**config.mk**
```make
export PLATFORM = sky130hd
export DESIGN_NAME = crypt_unpacker
export DESIGN_NICKNAME = d
export VERILOG_FILES = /design/src/rtl/crypt_unpacker.sv
export SDC_FILE = /design/constraint.sdc
export NUM_CORES = 1
export LEC_CHECK = 0
export ABC_AREA = 0
export CORE_ASPECT_RATIO = 1.25
export CORE_MARGIN = 2
export CORE_UTILIZATION = 30
export CTS_CLUSTER_SIZE = 8
export DETAILED_ROUTE_END_ITERATION = 8
export SETUP_SLACK_MARGIN = 0.05
export SYNTH_ARGS = -nofsm -noshare
export SYNTH_HDL_FRONTEND = slang
export SYNTH_SLANG_ARGS = --single-unit
```
**constraint.sdc**
```tcl
create_clock -name clk -period 3 [get_ports clk]
set_input_delay 0.6 -clock clk [delete_from_list [all_inputs] [get_ports clk]]
set_output_delay 0.6 -clock clk [all_outputs]
set_load 0.02 [all_outputs]
```
**src/rtl/crypt_unpacker.sv**
```systemverilog
// Receive-side unpacker: header byte, LSB-first ciphertext bytes, engine handoff, LSB-first plaintext bits.
// Optional header range check: define CRYPT_UNPACKER_HDR_CHECK_EN.
module crypt_unpacker #(
  parameter int unsigned WORD_W  = 32,
  parameter int unsigned BYTES_W = 2
) (
  input  logic              clk,
  input  logic              rst,
  input  logic              en,
  input  logic              start,
  input  logic [7:0]        rx_data,
  input  logic              rx_valid,
  output logic              fme_start,
  output logic [WORD_W-1:0] fme_base,
  input  logic [WORD_W-1:0] fme_result,
  input  logic              fme_done,
  output logic              bit_out,
  output logic              bit_valid,
  input  logic              bit_ready,
  output logic [5:0]        n_len,
  output logic              busy,
  output logic              overrun,
  output logic              hdr_err
);

  localparam int unsigned CNT_W = 6;
  localparam logic [BYTES_W-1:0] LAST_BYTE = BYTES_W'(WORD_W / 8 - 1);
  localparam logic [7:0] WORD_W_B = 8'(WORD_W);

  typedef enum logic [2:0] {IDLE, HEADER, COLLECT, DECRYPT, EMIT} state_t;

  state_t             state;
  logic [BYTES_W-1:0] byte_cnt;
  logic [CNT_W-1:0]   bit_cnt;
  logic [WORD_W-1:0]  shift_reg;
  logic [BYTES_W+2:0] byte_lsb;
  logic               last_bit;

  assign byte_lsb = {byte_cnt, 3'b000};
  // Payload is n_len-1 bits; true on the handshake that moves the final one.
  assign last_bit = (CNT_W'(bit_cnt + 6'd1) == CNT_W'(n_len - 6'd1));

  always_ff @(posedge clk) begin
    if (rst) begin
      state     <= IDLE;
      byte_cnt  <= '0;
      bit_cnt   <= '0;
      shift_reg <= '0;
      fme_base  <= '0;
      fme_start <= 1'b0;
      bit_out   <= 1'b0;
      bit_valid <= 1'b0;
      n_len     <= '0;
      busy      <= 1'b0;
      overrun   <= 1'b0;
      hdr_err   <= 1'b0;
    end else if (!en) begin
      // Disable wins over every other event; any in-flight engine result is abandoned.
      if (state == IDLE && start) begin
        overrun <= 1'b0;
        hdr_err <= 1'b0;
      end
      state     <= IDLE;
      busy      <= 1'b0;
      fme_start <= 1'b0;
      bit_valid <= 1'b0;
      byte_cnt  <= '0;
      fme_base  <= '0;
    end else begin
      fme_start <= 1'b0;
      case (state)
        IDLE: begin
          if (start) begin
            state   <= HEADER;
            busy    <= 1'b1;
            overrun <= 1'b0;
            hdr_err <= 1'b0;
          end
        end
        HEADER: begin
          if (rx_valid) begin
`ifdef CRYPT_UNPACKER_HDR_CHECK_EN
            if (rx_data < 8'd2 || rx_data > WORD_W_B) begin
              hdr_err <= 1'b1;
              state   <= IDLE;
              busy    <= 1'b0;
            end else begin
              n_len    <= 6'(rx_data);
              state    <= COLLECT;
              byte_cnt <= '0;
              fme_base <= '0;
            end
`else
            n_len    <= (rx_data > WORD_W_B) ? 6'(WORD_W) : 6'(rx_data);
            state    <= COLLECT;
            byte_cnt <= '0;
            fme_base <= '0;
`endif
          end
        end
        COLLECT: begin
          if (rx_valid) begin
            fme_base[byte_lsb +: 8] <= rx_data;
            if (byte_cnt == LAST_BYTE) begin
              byte_cnt  <= '0;
              state     <= DECRYPT;
              fme_start <= 1'b1;
            end else begin
              byte_cnt <= BYTES_W'(byte_cnt + 1'b1);
            end
          end
        end
        DECRYPT: begin
          if (rx_valid) overrun <= 1'b1;
          if (fme_done) begin
            if (n_len <= 6'd1) begin
              state    <= COLLECT;
              byte_cnt <= '0;
              fme_base <= '0;
            end else begin
              shift_reg <= fme_result;
              bit_cnt   <= '0;
              bit_out   <= fme_result[0];
              bit_valid <= 1'b1;
              state     <= EMIT;
            end
          end
        end
        EMIT: begin
          if (rx_valid) overrun <= 1'b1;
          if (bit_valid && bit_ready) begin
            shift_reg <= shift_reg >> 1;
            bit_cnt   <= CNT_W'(bit_cnt + 6'd1);
            if (last_bit) begin
              bit_valid <= 1'b0;
              state     <= COLLECT;
              byte_cnt  <= '0;
              fme_base  <= '0;
            end else begin
              bit_out <= shift_reg[1];
            end
          end
        end
        default: begin
          state <= IDLE;
          busy  <= 1'b0;
        end
      endcase
    end
  end

endmodule
```
==> results.json, run 1 <==
{
  "htreeDepth": 3,
  "ctsRootBufferMaster": "clkbuf_16",
  "finalSetupTns_ns": 0,
  "dpl.hpwl_um": 7750,
  "synth_common_cells": "nand2_1 (117), dfxtp_1 (85), nand3_1 (45), nor2_1 (43), mux2i_1 (32)",
  "fmax_ghz": 0.383,
  "path_clk_slew_ns": 0.06,
  "yosysWarnings": 0,
  "antenna_found_initial": 0,
  "synth_top_flop_cell": "dfxtp_1",
  "crit_path_start": "n_len[0]",
  "num-fill-cells": 1414,
  "cts_resized": 0,
  "yosysMostFrequentCell": "nand2_1",
  "min_from": "shift_reg[31]",
  "finalMaxSlewViolations": 0,
  "holdBufCountCts": 0,
  "cp_max_fo": 8,
  "period_minus_slack_ns": 2.61,
  "fin_crit_sh_pct": 87.0,
  "drtPass1Iterations": 6,
  "grt_max_degree": 66,
  "synth_nets": 556,
  "synth-seq-area-share_pct": 40.1,
  "die_y_um": 137,
  "cts_tree": "yes",
  "yosys.area_share.xor_xnor_pct": 3.18,
  "clock_sinks": 85,
  "drc": 0,
  "p_per_area_nw_per_um2": 428,
  "final_nets": 634,
  "drt_iter0_drc": 140,
  "finalHoldViolCount": 0,
  "rr_endpoint": "fme_base[14]",
  "ant_nets": 0,
  "maxCapViolations": 0,
  "synth_cell_type_count": 53,
  "wirelength_um": 10600,
  "place_congestion": 0.805,
  "synth_compound_area_share_pct": 15.5,
  "synth_top_family_by_area": "simple AND/OR/NAND/NOR gates",
  "post-route-util_pct": 40.1,
  "syn2layout_area_growth_pct": 30.4,
  "pin_count": 91,
  "via_count": 3755,
  "grt-busiest-layer": "met2",
  "path_class": "register to register",
  "reg2reg_depth": 10,
  "grt_pass1_vias": 3696,
  "grt_pass1_wl_um": 17400,
  "wl_per_cell_um": 14.1,
  "post_cts_buffers": 0,
  "worst_pin_slew_ns": 0.698,
  "cts_buffers": 9,
  "synthAdderAreaFrac_pct": 2.65,
  "max-slew-margin-rel_pct": 53.1,
  "vias_per_cell": 4.96,
  "rows": 48,
  "synth_edf_count": 0,
  "met2_usage_pct": 25.7,
  "skew_ns": 0.00671,
  "layout-drive-gt1-share_pct": 7.90,
  "setup_violations": 0,
  "worst_ep_required_time_ns": 3.20,
  "multiInputGateArea_um2": 2300,
  "syn_inst": 500,
  "status": "finished clean",
  "synth_top_cell_area_share_pct": 40.1,
  "synth-async-reset-ratio_pct": 0,
  "synth-seq-cells": 85,
  "ff_latch_area_um2": 1700,
  "rsz0062_at_grt": "false",
  "synth.avg_cell_area_um2": 8.49,
  "grtUsageTotal_pct": 14.5,
  "antenna_cells": 0,
  "use_met1_pct": 17.2,
  "clock_latency_ns": 0.33,
  "yosys.area.top_type": "dfxtp_1",
  "r2r-start": "n_len[0]",
  "port_buffers": 89,
  "worstHoldPathType": "register to register",
  "r2r_slack_ns": 0.39,
  "die_w_um": 110,
  "cts.path.max_buffers": 2,
  "critPathLaunchType": "register",
  "syn_area_um2": 4240,
  "synth_area_leaders": "dfxtp_1 (40%), nand2_1 (10%), mux2i_1 (7.5%), a311oi_1 (6.4%), nand3_1 (5.3%)",
  "gr-usage-met3_pct": 3.00,
  "core_area_um2": 13800,
  "leakagePower_nw": 1.99,
  "overflow": 0,
  "synthMuxAreaShare_pct": 7.55,
  "arrival_ns": 2.81,
  "synth_simple_gate_area_share_pct": 24.9,
  "start_util_pct": 30.7,
  "dieArea_um2": 15100,
  "vdd.ir_drop.worst_uv": 266,
  "largest_reg_flops": 32,
  "cp-end-kind": "register",
  "critPathCapture": "fme_base[14]"
}
final cells by class:
cell class              count  share of cell area [%]
flip-flops and latches     85                    30.7
clock inverters             4                   0.904
well taps                 175                    3.96
repair buffers            101                    18.2
multi-input cells         374                    41.5
inverters                   7                   0.475
clock buffers              11                    4.21
cells by family after synthesis:
group,Yosys count
fa+ha+maj,9
xor+xnor,13
mux,32
flops,85
other cells,1
compound gates,81
buf+inv,41
simple gates,238
worst min-delay path by stage:
stage,cells past startpoint,endpoint,slack (ns)
global placement,2,shift_reg[31],0.44
global route,2,fme_base[22],0.48
floorplan,2,shift_reg[31],0.43
finish,2,shift_reg[31],0.46
CTS,2,shift_reg[31],0.46
detailed placement,2,fme_base[5],0.45
where the power goes:
part           internal (mW)  switching (mW)  leakage (nW)  total, mW
Clock                  0.639           0.425         0.132       1.06
Sequential              1.13         0.00332         0.685       1.13
Combinational         0.0865          0.0839          1.18      0.170
routing by layer:
layer | up-vias | wire length (um)
met5 | - | 0
met1 | 1718 | 4660
met2 | 113 | 5190
met4 | 0 | 141
li1 | 1911 | -
met3 | 13 | 657
cells in the final DEF (no fill, tap or decap), types with 2 or more instances in the layout:
cell             synthesis  final
a311oi_1                31     31
buf_12                   0      2
nor3_1                   7      6
nor2b_1                  3      2
nand2b_1                 2      2
nor2_1                  43     43
clkbuf_1                18      2
buf_4                    1     10
nor4_1                   5      5
xnor2_1                  6      6
o21ai_0                  8      8
a21oi_1                 22     22
xor2_1                   5      5
and4_1                   2      2
a31oi_1                  2      2
a211oi_1                 2      2
nand3_1                 45     45
ha_1                     9      9
clkdlybuf4s50_1          0     89
dfxtp_1                 85     85
clkinvlp_4               0      2
mux2i_1                 32     32
nand2_1                117    117
nor3_2                   1      2
o22ai_4                  4      4
inv_1                    7      7
o21a_1                   3      2
nand3_2                  2      2
clkbuf_16                0      9
o41ai_1                  2      2
worst max-delay path, cell delays in order, from the launching register on:
cell and delay, ns:
dfxtp_1 0.37, inv_1 0.08, ha_1 0.20, nor3b_1 0.30, xnor2_1 0.18, xnor2_1 0.14, nand4_1 0.25, a2111oi_4 0.38
buf_4 0.26, o22ai_4 0.15, mux2i_1 0.16
metrics by stage:
stage	setup WS (ns)	hold WS, ns	std cells	cell area, um^2	power, mW
6_report	0.391	0.456	757	5530	2.37
3_5_place_dp	0.361	0.452	742	5250	1.33
5_1_grt	0.170	0.480	757	5530	2.46
4_1_cts	0.385	0.459	757	5530	2.40
2_1_floorplan	0.267	0.432	500	4240	1.24
3_3_place_gp	0.369	0.442	742	5250	1.33
Note: power is estimated with default switching activity, not from simulation.
==> run 2: changes to the inputs <==
--- a/config.mk
+++ b/config.mk
@@ -8,9 +8,11 @@
 export ABC_AREA = 0
 export CORE_ASPECT_RATIO = 1.25
 export CORE_MARGIN = 2
-export CORE_UTILIZATION = 30
+export CORE_UTILIZATION = 63
 export CTS_CLUSTER_SIZE = 8
 export DETAILED_ROUTE_END_ITERATION = 8
+export DONT_BUFFER_PORTS = 1
+export PLACE_DENSITY = 0.79
 export SETUP_SLACK_MARGIN = 0.05
 export SYNTH_ARGS = -nofsm -noshare
 export SYNTH_HDL_FRONTEND = slang
==> run 2 against run 1 <==
  * Sequential share of layout area grew 7.3 points
  * Power shrank 11%
  * Clock skew grew 0.0053 ns
  * Sequential power is essentially flat
  * Largest power group unchanged
  * Final area shrank 19%
  * Maximum frequency grew 2.2%
  * Combinational power shrank 53%
  * Global-route usage grew 11 points
  * Final cell count shrank 23%
  * First-iteration DRC count grew 34%
  * Sequential cell count is the same
==> results.json, run 2 (synthesis results as in run 1) <==
{
  "rsz0062_at_grt": "false",
  "overflow": 0,
  "grt_pass1_vias": 3275,
  "fin_crit_sh_pct": 85.1,
  "clock_latency_ns": 0.37,
  "die_y_um": 95.8,
  "ctsRootBufferMaster": "clkbuf_8",
  "cp_max_fo": 8,
  "rows": 33,
  "maxCapViolations": 0,
  "port_buffers": 0,
  "via_count": 3511,
  "post_cts_buffers": 0,
  "final_cells": 581,
  "layout-drive-gt1-share_pct": 9.72,
  "finalMaxSlewViolations": 0,
  "core_area_um2": 6520,
  "min_from": "rst",
  "grt_max_degree": 64,
  "p_per_area_nw_per_um2": 474,
  "htreeDepth": 3,
  "crit_path_start": "bit_cnt[0]",
  "start_util_pct": 65.0,
  "vias_per_cell": 6.04,
  "critPathLaunchType": "register",
  "cp_slowest_cell": "dfxtp_1",
  "mostFrequentLayoutCell": "nand2_1",
  "largest_reg_flops": 32,
  "die_w_um": 77.4,
  "syn2layout_area_growth_pct": 5.40,
  "fmax_ghz": 0.392,
  "arrival_ns": 2.79,
  "cp-end-kind": "register",
  "hold_ws_ns": 0.308,
  "worstPathCellList": "ha_1, nand3_1, xor2_1, xnor2_1, nand4_1, a2111oi_4, buf_4, o22ai_4, mux2i_1",
  "num-fill-cells": 577,
  "dpl.hpwl_um": 6560,
  "dieArea_um2": 7410,
  "ant_nets": 0,
  "path_class": "register to register",
  "worstHoldPathType": "primary input to register",
  "wl_per_cell_um": 16.3,
  "vdd.ir_drop.worst_uv": 430,
  "max-slew-margin-rel_pct": 49.0,
  "cts.path.max_buffers": 2,
  "place_congestion": 0.871,
  "period_minus_slack_ns": 2.55,
  "critPathBufInv": 1,
  "path_clk_slew_ns": 0.08,
  "final_cell_mix": "nand2_1 (117), dfxtp_1 (85), nand3_1 (45)",
  "holdBufCountCts": 0,
  "grt_pass1_wl_um": 15100,
  "antenna_found_initial": 0,
  "skew_ns": 0.0120,
  "drtPass1Iterations": 4,
  "pin_count": 91,
  "clock_sinks": 85,
  "finalHoldViolCount": 0,
  "cp_top_family": "compound AO/OA/AOI/OAI gates",
  "antenna_cells": 0,
  "finalSetupTns_ns": 0,
  "slowest_delay_ns": 0.46,
  "cts_resized": 0,
  "worst_pin_slew_ns": 0.759,
  "drc": 0,
  "post-place-cells": 565,
  "worst_ep_required_time_ns": 3.24,
  "leakagePower_nw": 1.64,
  "wirelength_um": 9450,
  "setup_violations": 0,
  "cts_tree": "yes",
  "r2r-start": "bit_cnt[0]",
  "total_power_mw": 2.12,
  "final_nets": 545,
  "drt_iter0_drc": 187,
  "grtUsageTotal_pct": 25.6,
  "cts_buffers": 9,
  "status": "finished clean"
}
## run 2: changes by cell type in the layout (fill, tap and decap cells not counted), moves of 2 or more
cell,before,now
clkbuf_8,0,9
clkdlybuf4s50_1,89,0
clkbuf_16,9,0
inv_6,0,2
## run 2: stage by stage
step	setup slack, ns	cell area [um^2]	util, %
after global placement	0.577	4250	65.2
after CTS	0.447	4470	68.5
final	0.448	4470	68.5
after global routing	0.269	4470	68.5
after floorplan	0.267	4240	-
after detailed placement	0.507	4250	65.2
## run 2: routing by layer
layer | global-route usage, % | wire (um)
met4 | 13.1 | 258
met5 | 0 | 0
met1 | 28.6 | 3880
met3 | 6.38 | 524
met2 | 45.6 | 4790
## run 2: layout make-up
cell class	count	area [um^2]	share of cell area, %
clock buffers	10	128	2.85
flip-flops and latches	85	1700	38.1
inverters	7	26.3	0.588
repair buffers	12	115	2.57
clock inverters	6	93.8	2.10
well taps	87	109	2.43
multi-input cells	374	2300	51.4
## run 2: where the power goes
| group | total [mW] | switching (mW) | internal, mW |
|---|---|---|---|
| Clock | 0.905 | 0.429 | 0.477 |
| Combinational | 0.0796 | 0.0479 | 0.0317 |
| Sequential | 1.13 | 0.00520 | 1.13 |
| Total | 2.12 | 0.482 | 1.64 |
## run 2: path summary, 6_finish.rpt
kind | slack (ns) | end | cells after the start
max | 0.45 | fme_base[0] | 9
min | 0.31 | n_len[0] | 1
max reg2reg | 0.45 | fme_base[0] | 9
min reg2reg | 0.45 | shift_reg[31] | 2
## run 2: worst register-to-register path: stages, from the launching register on
cell       delay (ns)
dfxtp_1          0.46
ha_1             0.27
nand3_1          0.12
xor2_1           0.26
xnor2_1          0.15
nand4_1          0.23
a2111oi_4        0.37
buf_4            0.26
o22ai_4          0.16
mux2i_1          0.16
==> run 3: changes to the inputs <==
--- a/config.mk
+++ b/config.mk
@@ -12,7 +12,7 @@
 export CTS_CLUSTER_SIZE = 8
 export DETAILED_ROUTE_END_ITERATION = 8
 export DONT_BUFFER_PORTS = 1
-export PLACE_DENSITY = 0.79
+export PLACE_DENSITY = 0.76
 export SETUP_SLACK_MARGIN = 0.05
 export SYNTH_ARGS = -nofsm -noshare
 export SYNTH_HDL_FRONTEND = slang
==> run 3 against run 2 <==
  * Sequential share of layout area increased by 0.24 points
  * Power fell by 2.6%
  * Die area did not move
  * Combinational power fell by 2%
  * Final cell count unchanged
  * Critical path depth fell by 2
  * Global-route usage shrank 0.54 points
  * Clock skew about the same
  * Critical path type unchanged
  * Largest cell class unchanged
  * Largest power group unchanged
==> results.json, run 3 (synthesis results as in run 1) <==
{
  "p_per_area_nw_per_um2": 464,
  "worst_pin_slew_ns": 0.786,
  "worstHoldPathType": "primary input to register",
  "start_util_pct": 65.0,
  "final_cells": 581,
  "place_congestion": 0.816,
  "die_y_um": 95.8,
  "grt_pass1_vias": 3121,
  "path_clk_slew_ns": 0.09,
  "dieArea_um2": 7410,
  "grtUsageTotal_pct": 25.1,
  "cp_slowest_cell": "or4b_2",
  "p_comb_share_pct": 3.8,
  "finalSetupTns_ns": 0,
  "reg2reg_depth": 7,
  "fin_ws_ns": 0.469,
  "cts_resized": 0,
  "rows": 33,
  "leakagePower_nw": 1.64,
  "hold_depth": 1,
  "swShare_pct": 24.4,
  "holdBufCountCts": 0,
  "seqPwrFrac_pct": 55.0,
  "dp_slack_ns": 0.505,
  "finalMaxSlewViolations": 0,
  "antenna_found_initial": 0,
  "critPathLaunchType": "register",
  "clock_latency_ns": 0.36,
  "mostFrequentLayoutCell": "nand2_1",
  "slowest_delay_ns": 0.64,
  "port_buffers": 0,
  "drc": 0,
  "antenna_cells": 0,
  "skew_ns": 0.0118,
  "cts.path.max_buffers": 2,
  "cts_tree": "yes",
  "p_sw_mw": 0.504,
  "overflow": 0,
  "status": "finished clean",
  "syn2layout_area_growth_pct": 4.75,
  "cts_buffers": 9,
  "max-slew-margin-rel_pct": 47.5,
  "period_minus_slack_ns": 2.53,
  "min_from": "rst",
  "pin_count": 91,
  "finalHoldViolCount": 0,
  "vdd.ir_drop.worst_uv": 667,
  "cp-end-kind": "register",
  "worst_ep_required_time_ns": 3.29,
  "fin_crit_sh_pct": 84.4,
  "die_w_um": 77.4,
  "drtPass1Iterations": 4,
  "layout-drive-gt1-share_pct": 9.92,
  "core_area_um2": 6520,
  "vias_per_cell": 5.99,
  "r2r-start": "bit_cnt[0]",
  "wl_per_cell_um": 15.6,
  "num-fill-cells": 559,
  "hold_ws_ns": 0.302,
  "worstPathCellList": "nand3_2, xnor2_2, nand2_2, or4_4, and2_2, or4b_2, a21oi_1",
  "final_nets": 545,
  "cp_max_fo": 6,
  "maxCapViolations": 0,
  "wirelength_um": 9070,
  "total_power_mw": 2.06,
  "grt_max_degree": 66,
  "post_cts_buffers": 0,
  "largest_reg_flops": 32,
  "clock_sinks": 85,
  "arrival_ns": 2.82,
  "ctsRootBufferMaster": "clkbuf_8",
  "rsz0062_at_grt": "false",
  "intPower_mw": 1.56,
  "crit_path_start": "bit_cnt[0]",
  "post-place-cells": 565,
  "fmax_ghz": 0.395,
  "path_class": "register to register",
  "via_count": 3478,
  "setup_violations": 0,
  "ff_latch_area_um2": 1700,
  "dpl.hpwl_um": 6220,
  "power_frac_clock_pct": 41.2,
  "grt_pass1_wl_um": 14900,
  "drt_iter0_drc": 297,
  "htreeDepth": 3,
  "multiInputGateArea_um2": 2300,
  "final_cell_mix": "nand2_1 (117), dfxtp_1 (85), nand3_1 (45)",
  "ant_nets": 0
}
## run 3: changes by cell type in the layout (fill, tap and decap cells not counted)
cell / before / now
inv_8: 0 / 2
buf_4: 10 / 11
clkinv_2: 0 / 1
bufinv_16: 2 / 1
inv_6: 2 / 1
buf_12: 2 / 1
clkbuf_1: 1 / 0
## run 3: critical path: cells and delay by family (launching register included)
kind	cells	cell delay (ns)
flops	1	0.46
simple gates	5	1.58
compound gates	1	0.15
xor+xnor	1	0.28
## run 3: metal layers
layer / vias to the layer above / share of wire (%) / global-route usage, %
met4: 0 / 2.9 / 10.9
met1: 1608 / 41 / 30.4
li1: 1731 / - / -
met3: 27 / 7.4 / 6.57
met2: 112 / 48 / 42.4
met5: - / 0 / 0
## run 3: worst paths after layout
| kind | slack (ns) | endpoint |
|---|---|---|
| worst min-delay path | 0.30 | n_len[5] |
| worst min register to register | 0.45 | shift_reg[31] |
| worst max-delay path | 0.47 | state[1] |
| worst max register to register | 0.47 | state[1] |
## run 3: power groups by stage
| stage | registers (mW) | logic (mW) | clock network (mW) |
|---|---|---|---|
| after global routing | 1.14 | 0.0859 | 0.911 |
| after global placement | 1.16 | 0.0762 | 0 |
| after CTS | 1.13 | 0.0776 | 0.863 |
| after detailed placement | 1.16 | 0.0773 | 0 |
| after floorplan | 1.16 | 0.0834 | 0 |
| final | 1.13 | 0.0779 | 0.851 |
## run 3: layout make-up
cell class	count	area share, %
clock buffer	9	2.79
clock inverter	7	1.86
multi-input combinational	374	51.7
tap	87	2.45
inverter	7	0.591
sequential	85	38.3
timing repair buffer	12	2.31
## run 3: metrics by stage
stage,utilization [%],area [um^2]
6_report,68.1,4440
5_1_grt,68.1,4440
4_1_cts,68.1,4440
3_5_place_dp,65.0,4240
3_3_place_gp,65.0,4240
2_1_floorplan,-,4240
